--- src/rtl/posit_round_encode_8_es2.sv ---
// ---------------------------------------------------------------------------
// posit_round_encode_8_es2
//
// Rounds and packs the raw {sgn, scale, fraction, inf, zero} record from the
// posit adder into an 8-bit es=2 posit.
//
// The rounding is round-to-nearest-even on the posit bit string. Results
// saturate at maxpos (7'h7F) and minpos (7'h01). They never round to zero
// or to NaR.
//
// Pipeline ranks (one global advance enable, adv = ~out_valid | out_ready):
//   r0_  input capture of the raw record
//   r1_  decode: k = scale>>>2, e = scale[1:0], saturation flags
//   r2_  7-bit magnitude string with guard and sticky
//   r_out_ rounded, sign-applied posit (the output register)
// A sum accepted at edge N is presented with out_valid after edge N+3.
//
// Ports
//   clk          rising-edge clock
//   reset        synchronous, active-high
//   in_valid     raw sum valid
//   in_ready     block can accept this cycle (combinational from adv)
//   in_sum       {sgn, scale[SCALE_W-1:0], fraction[FRAC_W-1:0], inf, zero}
//   in_trunc     adder truncated flag, folded into sticky
//   out_valid    out_posit / out_inexact valid
//   out_ready    downstream accepts
//   out_posit    packed posit8 es=2
//   out_inexact  guard|sticky was nonzero, or the scale saturated
// ---------------------------------------------------------------------------
module posit_round_encode_8_es2 #(
    parameter int SCALE_W = 8,
    parameter int FRAC_W  = 30
) (
    input  logic                       clk,
    input  logic                       reset,
    input  logic                       in_valid,
    output logic                       in_ready,
    input  logic [SCALE_W+FRAC_W+2:0]  in_sum,
    input  logic                       in_trunc,
    output logic                       out_valid,
    input  logic                       out_ready,
    output logic [7:0]                 out_posit,
    output logic                       out_inexact
);

    // Layout of the regime/exp/fraction string before it is cut into
    // mag | guard | sticky. It has 8 regime slots, 1 terminator, 2 exponent
    // bits, the fraction, and 7 pad bits that absorb the regime shift.
    localparam int STR_W = FRAC_W + 18;

    localparam logic signed [SCALE_W-1:0] SCALE_MAX = SCALE_W'(24);
    localparam logic signed [SCALE_W-1:0] SCALE_MIN = -SCALE_W'(24);

    logic w_adv;

    // rank 0: captured record
    logic                      r0_valid;
    logic                      r0_sgn;
    logic signed [SCALE_W-1:0] r0_scale;
    logic [FRAC_W-1:0]         r0_frac;
    logic                      r0_inf;
    logic                      r0_zero;
    logic                      r0_trunc;

    // rank 1: decoded scale
    logic                      r1_valid;
    logic                      r1_sgn;
    logic signed [3:0]         r1_k;
    logic [1:0]                r1_e;
    logic [FRAC_W-1:0]         r1_frac;
    logic                      r1_clamp_hi;
    logic                      r1_clamp_lo;
    logic                      r1_inf;
    logic                      r1_zero;
    logic                      r1_trunc;

    // rank 2: truncated magnitude
    logic                      r2_valid;
    logic                      r2_sgn;
    logic [6:0]                r2_mag;
    logic                      r2_guard;
    logic                      r2_sticky;
    logic                      r2_clamped;
    logic                      r2_inf;
    logic                      r2_zero;

    // output rank
    logic                      r_out_valid;
    logic [7:0]                r_out_posit;
    logic                      r_out_inexact;

    assign w_adv       = ~r_out_valid | out_ready;
    assign in_ready    = w_adv;
    assign out_valid   = r_out_valid;
    assign out_posit   = r_out_posit;
    assign out_inexact = r_out_inexact;

    // -----------------------------------------------------------------------
    // Rank 0: capture
    // -----------------------------------------------------------------------
    always_ff @(posedge clk) begin
        if (reset) begin
            r0_valid <= 1'b0;
        end else if (w_adv) begin
            r0_valid <= in_valid;
            if (in_valid) begin
                r0_sgn   <= in_sum[SCALE_W+FRAC_W+2];
                r0_scale <= in_sum[SCALE_W+FRAC_W+1 -: SCALE_W];
                r0_frac  <= in_sum[FRAC_W+1 -: FRAC_W];
                r0_inf   <= in_sum[1];
                r0_zero  <= in_sum[0];
                r0_trunc <= in_trunc;
            end
        end
    end

    // -----------------------------------------------------------------------
    // Rank 1: decode. Only scales inside [-24, 24] use k, so k always lies in
    // [-6, 6]. The 4-bit slice scale[5:2] equals scale>>>2 over that range.
    // -----------------------------------------------------------------------
    always_ff @(posedge clk) begin
        if (reset) begin
            r1_valid <= 1'b0;
        end else if (w_adv) begin
            r1_valid    <= r0_valid;
            r1_sgn      <= r0_sgn;
            r1_k        <= r0_scale[5:2];
            r1_e        <= r0_scale[1:0];
            r1_frac     <= r0_frac;
            r1_clamp_hi <= (r0_scale > SCALE_MAX);
            r1_clamp_lo <= (r0_scale < SCALE_MIN);
            r1_inf      <= r0_inf;
            r1_zero     <= r0_zero;
            r1_trunc    <= r0_trunc;
        end
    end

    // -----------------------------------------------------------------------
    // Rank 2: build the magnitude string.
    // When k >= 0, the string starts from eight ones. A left shift of 7-k
    // leaves k+1 ones, then the terminator zero.
    // When k < 0, the string starts with the terminator one. A right shift
    // of -k puts -k zeros ahead of it.
    // -----------------------------------------------------------------------
    logic [2:0]       w_sh;
    logic [STR_W-1:0] w_str;
    logic [6:0]       w_mag;
    logic             w_guard;
    logic             w_sticky;

    always_comb begin
        w_sh  = '0;
        w_str = '0;
        if (!r1_k[3]) begin
            w_sh  = 3'd7 - r1_k[2:0];
            w_str = {8'hFF, 1'b0, r1_e, r1_frac, 7'b0} << w_sh;
        end else begin
            w_sh  = (~r1_k[2:0]) + 3'd1;
            w_str = {1'b1, r1_e, r1_frac, 15'b0} >> w_sh;
        end
    end

    assign w_mag    = w_str[STR_W-1 -: 7];
    assign w_guard  = w_str[STR_W-8];
    assign w_sticky = (|w_str[STR_W-9:0]) | r1_trunc;

    always_ff @(posedge clk) begin
        if (reset) begin
            r2_valid <= 1'b0;
        end else if (w_adv) begin
            r2_valid   <= r1_valid;
            r2_sgn     <= r1_sgn;
            r2_inf     <= r1_inf;
            r2_zero    <= r1_zero;
            r2_clamped <= r1_clamp_hi | r1_clamp_lo;
            if (r1_clamp_hi) begin
                r2_mag    <= 7'h7F;
                r2_guard  <= 1'b0;
                r2_sticky <= 1'b0;
            end else if (r1_clamp_lo) begin
                r2_mag    <= 7'h01;
                r2_guard  <= 1'b0;
                r2_sticky <= 1'b0;
            end else begin
                r2_mag    <= w_mag;
                r2_guard  <= w_guard;
                r2_sticky <= w_sticky;
            end
        end
    end

    // -----------------------------------------------------------------------
    // Output rank: round to nearest even, saturate, apply sign, handle
    // specials.
    // -----------------------------------------------------------------------
    logic       w_round_up;
    logic [6:0] w_mag_rnd;
    logic [6:0] w_mag_fin;
    logic [7:0] w_posit;
    logic       w_inexact;

    always_comb begin
        w_round_up = r2_guard & (r2_mag[0] | r2_sticky) & (r2_mag != 7'h7F);
        w_mag_rnd  = r2_mag + {6'b0, w_round_up};
        // minpos is the floor. A posit never rounds to zero.
        w_mag_fin  = (w_mag_rnd == 7'h00) ? 7'h01 : w_mag_rnd;
        w_posit    = r2_sgn ? (8'h00 - {1'b0, w_mag_fin}) : {1'b0, w_mag_fin};
        w_inexact  = r2_guard | r2_sticky | r2_clamped;
        if (r2_inf) begin
            w_posit   = 8'h80;
            w_inexact = 1'b0;
        end else if (r2_zero) begin
            w_posit   = 8'h00;
            w_inexact = 1'b0;
        end
    end

    always_ff @(posedge clk) begin
        if (reset) begin
            r_out_valid   <= 1'b0;
            r_out_posit   <= 8'h00;
            r_out_inexact <= 1'b0;
        end else if (w_adv) begin
            r_out_valid <= r2_valid;
            if (r2_valid) begin
                r_out_posit   <= w_posit;
                r_out_inexact <= w_inexact;
            end
        end
    end

endmodule

--- config.mk ---
export PLATFORM = sky130hd
export DESIGN_NAME = posit_round_encode_8_es2
export DESIGN_NICKNAME = d
export VERILOG_FILES = /design/src/rtl/posit_round_encode_8_es2.sv
export SDC_FILE = /design/constraint.sdc
export NUM_CORES = 1
export LEC_CHECK = 0
export CORE_ASPECT_RATIO = 1.2
export CORE_UTILIZATION = 48
export CTS_CLUSTER_SIZE = 25
export DETAILED_ROUTE_END_ITERATION = 8
export PLACE_DENSITY = 0.71
export SLEW_MARGIN = 20
export SYNTH_ARGS = -nofsm -noshare
export SYNTH_HDL_FRONTEND = slang
export SYNTH_SLANG_ARGS = --single-unit
--- constraint.sdc ---
create_clock -name clk -period 6.9 [get_ports clk]
set_input_delay 1.035 -clock clk [delete_from_list [all_inputs] [get_ports clk]]
set_output_delay 1.035 -clock clk [all_outputs]
set_load 0.02 [all_outputs]
==> flow_summary.rst <==
.. list-table::
   :header-rows: 1

   * - Metric
     - Value
   * - Run status
     - completed
   * - Mapped cell area
     - ~0.0045 mm2
   * - Critical path buffers and inverters
     - 3
   * - Multi-input gate area in the final layout
     - ~0.0013 mm2
   * - Most instantiated library cell after synthesis
     - sky130_fd_sc_hd__edfxtp_1
   * - Pwr Density
     - about 240 mW/mm2
   * - Top delay family on crit path
     - buffers and inverters
   * - Async S/R FF share, synth
     - 0
   * - RePlAce Congestion
     - around 0.85
   * - Worst path max stage delay
     - 0.58 ns
   * - Total negative slack for setup checks
     - 0 ns
   * - Number of max-slew violations in the final report
     - 0
   * - CTS tree
     - yes
   * - Register area share after synthesis
     - 0.702
   * - Number of buffers inserted to repair setup after CTS
     - 0
   * - Pin count of the biggest net entering global routing
     - 57
   * - Placed Cells
     - between 400 and 500
   * - Cell row count
     - 38
   * - Die W
     - between 90 and 100 um
   * - Top cell types by occurrence after synthesis
     - 97 x sky130_fd_sc_hd__edfxtp_1, 28 x sky130_fd_sc_hd__nand2_1, 27 x sky130_fd_sc_hd__a21oi_1, 24 x sky130_fd_sc_hd__nor2_1
   * - Type of element launching the critical path
     - primary input
   * - Clock Root Buffer
     - sky130_fd_sc_hd__clkbuf_8
   * - Slowest CP cell
     - sky130_fd_sc_hd__clkdlybuf4s50_1
   * - Total count of hold-check failures in the final report
     - 0
   * - Final Routed Wirelength
     - a little under 7000 um
   * - Largest cells by area after synthesis
     - sky130_fd_sc_hd__edfxtp_1 64%, sky130_fd_sc_hd__dfxtp_1 5.8%, sky130_fd_sc_hd__a21oi_1 3.0%
   * - First-pass iteration count of the detailed router
     - 4
   * - Count of non-filler cells in the finished layout
     - 512
   * - Ys flop type
     - sky130_fd_sc_hd__edfxtp_1
   * - Distinct cells, synth
     - 49
   * - Cell leakage power
     - 0.00181 uW
   * - Most used cell, CP
     - sky130_fd_sc_hd__clkdlybuf4s50_1
   * - Initial core utilization
     - 0.498
   * - Buffer depth of the longest clock path
     - 2
   * - Data required time of the critical path
     - about 6 ns
   * - Cell accounting for the most synthesized area
     - sky130_fd_sc_hd__edfxtp_1
   * - Antenna-violating nets left
     - 0
   * - Total number of vias
     - approximately 2,700
   * - Fmax achieved
     - ~270 MHz
   * - Arr. time, crit path
     - 2.60 ns
   * - Hold-fix buffers, CTS
     - 0
   * - Setup slack, reg-to-reg
     - about 3.5 ns
   * - Num Clock Sinks
     - between 100 and 150
   * - CTS clk-pin slew, worst paths
     - between 0.1 and 0.15 ns
   * - Tmin final
     - about 3.6 ns
   * - Final setup vio count
     - 0
   * - Cell area after placement
     - 0.00519 mm2
   * - Average wire per standard cell
     - around 13 um
   * - Detailed-route vias per instance
     - 5.27
   * - Worst-case vdd ir drop
     - around 0.19 mV
   * - Share of cells above drive strength 1
     - 0.0612
   * - Iteration-0 DRC Markers
     - 161
   * - Post-Synthesis Cells
     - about 330
   * - Tightest Pin Transition
     - 0.912 ns
   * - Fraction of synthesized cell area taken by the top area cell type
     - 0.645
   * - Number of storage elements in the synthesis netlist
     - 110
   * - Yosys synthesis warning count
     - 0
   * - Kind of critical path
     - primary input to primary output
   * - Net count reported at finish
     - roughly 440
   * - Aggregate global routing overflow
     - 0
   * - Port Buffers
     - 56
   * - Detailed-route DRC error count
     - 0
   * - Placed wire-length estimate after detailed placement
     - approximately 4800 um
   * - Share of the cycle needed by the critical path after routing
     - 0.527
   * - Mean Syn Cell Area
     - between 10 and 15 um2
   * - Synthesized netlist net count
     - roughly 390
   * - Minimum hold slack
     - approximately 0.42 ns
   * - Post-route cell area
     - around 0.0054 mm2
   * - Number of primary I/O pins
     - 57
   * - Fillcell total
     - 720
   * - H-tree level count
     - 3
   * - Ordered cell list for the critical path
     - clkdlybuf4s50_1, nor2b_1, inv_1, clkdlybuf4s50_1
   * - Area inside the core boundary
     - between 0.009 and 0.01 mm2
   * - Global-route total usage across every layer
     - 0.150
   * - Clock Latency Late Sink
     - 0.38 ns
   * - Die area
     - 0.00981 mm2
   * - Antenna Cells
     - 0
   * - Endpoint class of the critical path
     - primary output
   * - Relative slew slack
     - 0.392
   * - Sequential cell area
     - 0.00317 mm2
   * - Type of the worst min-delay path
     - flip-flop to flip-flop
   * - Global-route wire length before repair
     - approximately 11,000 um
   * - RSZ-0062 raised after global routing
     - no
   * - Area growth from synthesis to layout
     - 19.4%
   * - Vias in the first global route
     - between 2,000 and 3,000
   * - Number of synthesized flops with an enable pin
     - 97
   * - Worst-path fanout max
     - 6
   * - Max-cap violations
     - 0
   * - Setup skew after layout
     - 0.0126 ns
   * - Initial antenna violation count
     - 0
   * - Cts bufs inserted
     - 9
   * - Die Span Y
     - 108 um
   * - Gates resized, CTS repair
     - 0
## power by group
group	leakage, uW	total (uW)	switching, uW	internal (uW)
registers	0.00103	781	22.4	759
clock network	0.000105	387	240	147
logic	0.000675	106	51.3	54.7
total	0.00181	1270	314	961
## metrics by stage
stage / power (uW) / util / worst slack [ns]
after floorplan: 858 / - / 1.65
after global placement: 900 / 0.571 / 3.23
after detailed placement: 903 / 0.571 / 3.18
after CTS: 1290 / 0.594 / 3.25
after global routing: 1330 / 0.594 / 3.15
final: 1270 / 0.594 / 3.26
## layout by cell type, fill, tap and decap left out, types with 8 or more instances in the layout
master	instances
sky130_fd_sc_hd__clkbuf_8	9
sky130_fd_sc_hd__inv_1	8
sky130_fd_sc_hd__nor2_1	23
sky130_fd_sc_hd__mux2i_1	9
sky130_fd_sc_hd__edfxtp_1	97
sky130_fd_sc_hd__clkdlybuf4s50_1	56
sky130_fd_sc_hd__o21ai_0	13
sky130_fd_sc_hd__nor4_1	9
sky130_fd_sc_hd__nand2_1	28
sky130_fd_sc_hd__dfxtp_1	13
sky130_fd_sc_hd__a21oi_1	27
## path summary, 6_finish.rpt
check / start / endpoint / depth (start not counted)
max: out_ready / in_ready / 4
min: r0_frac[26]$_DFFE_PP_ / r1_frac[26]$_DFFE_PP_ / 0
max reg2reg: r2_mag[3]$_SDFFCE_PP1P_ / out_posit[6]$_SDFFE_PP0P_ / 14
min reg2reg: r0_frac[26]$_DFFE_PP_ / r1_frac[26]$_DFFE_PP_ / 0
## metal layers
| layer | up-vias | wire length, um | share of wire | track usage |
|---|---|---|---|---|
| li1 | 1383 | - | - | - |
| met5 | - | 0 | 0 | 0 |
| met4 | 0 | 161 | 0.024 | 0.0749 |
| met3 | 16 | 236 | 0.035 | 0.0415 |
| met1 | 1243 | 2900 | 0.43 | 0.168 |
| met2 | 58 | 3500 | 0.51 | 0.265 |
## cells by family (layout without fill, tap and decap cells)
| logic type | after synthesis | in the layout | share of synthesized area |
|---|---|---|---|
| flops | 110 | 110 | 0.702 |
| simple gates | 94 | 94 | 0.101 |
| compound gates | 80 | 80 | 0.115 |
| buf+inv | 23 | 81 | 0.0197 |
| mux | 13 | 13 | 0.0299 |
| xor+xnor | 8 | 8 | 0.0155 |
| fa+ha+maj | 6 | 6 | 0.0166 |
## worst reg2reg max path: cells and delay by family, from the launching register on
kind,cells,cell delay (ns)
compound gates,4,0.84
xor+xnor,2,0.38
fa+ha+maj,3,0.77
flops,1,0.54
simple gates,5,0.82
## registers in the layout, summed over array words and instances, names as in the netlist, 2 cells and up
register / cells
r1_e: 2
out_posit: 8
r1_k: 4
r0_frac: 30
r0_scale: 8
r1_frac: 30
r2_mag: 7
## layout make-up
type                            count  area share
Clock buffer                        9      0.0229
Clock inverter                      7      0.0160
Inverter                            8     0.00556
Multi-Input combinational cell    201       0.235
Sequential cell                   110       0.588
Tap cell                          120      0.0278
Timing Repair Buffer               57       0.105
No activity file was read; power rests on OpenSTA's default activity.
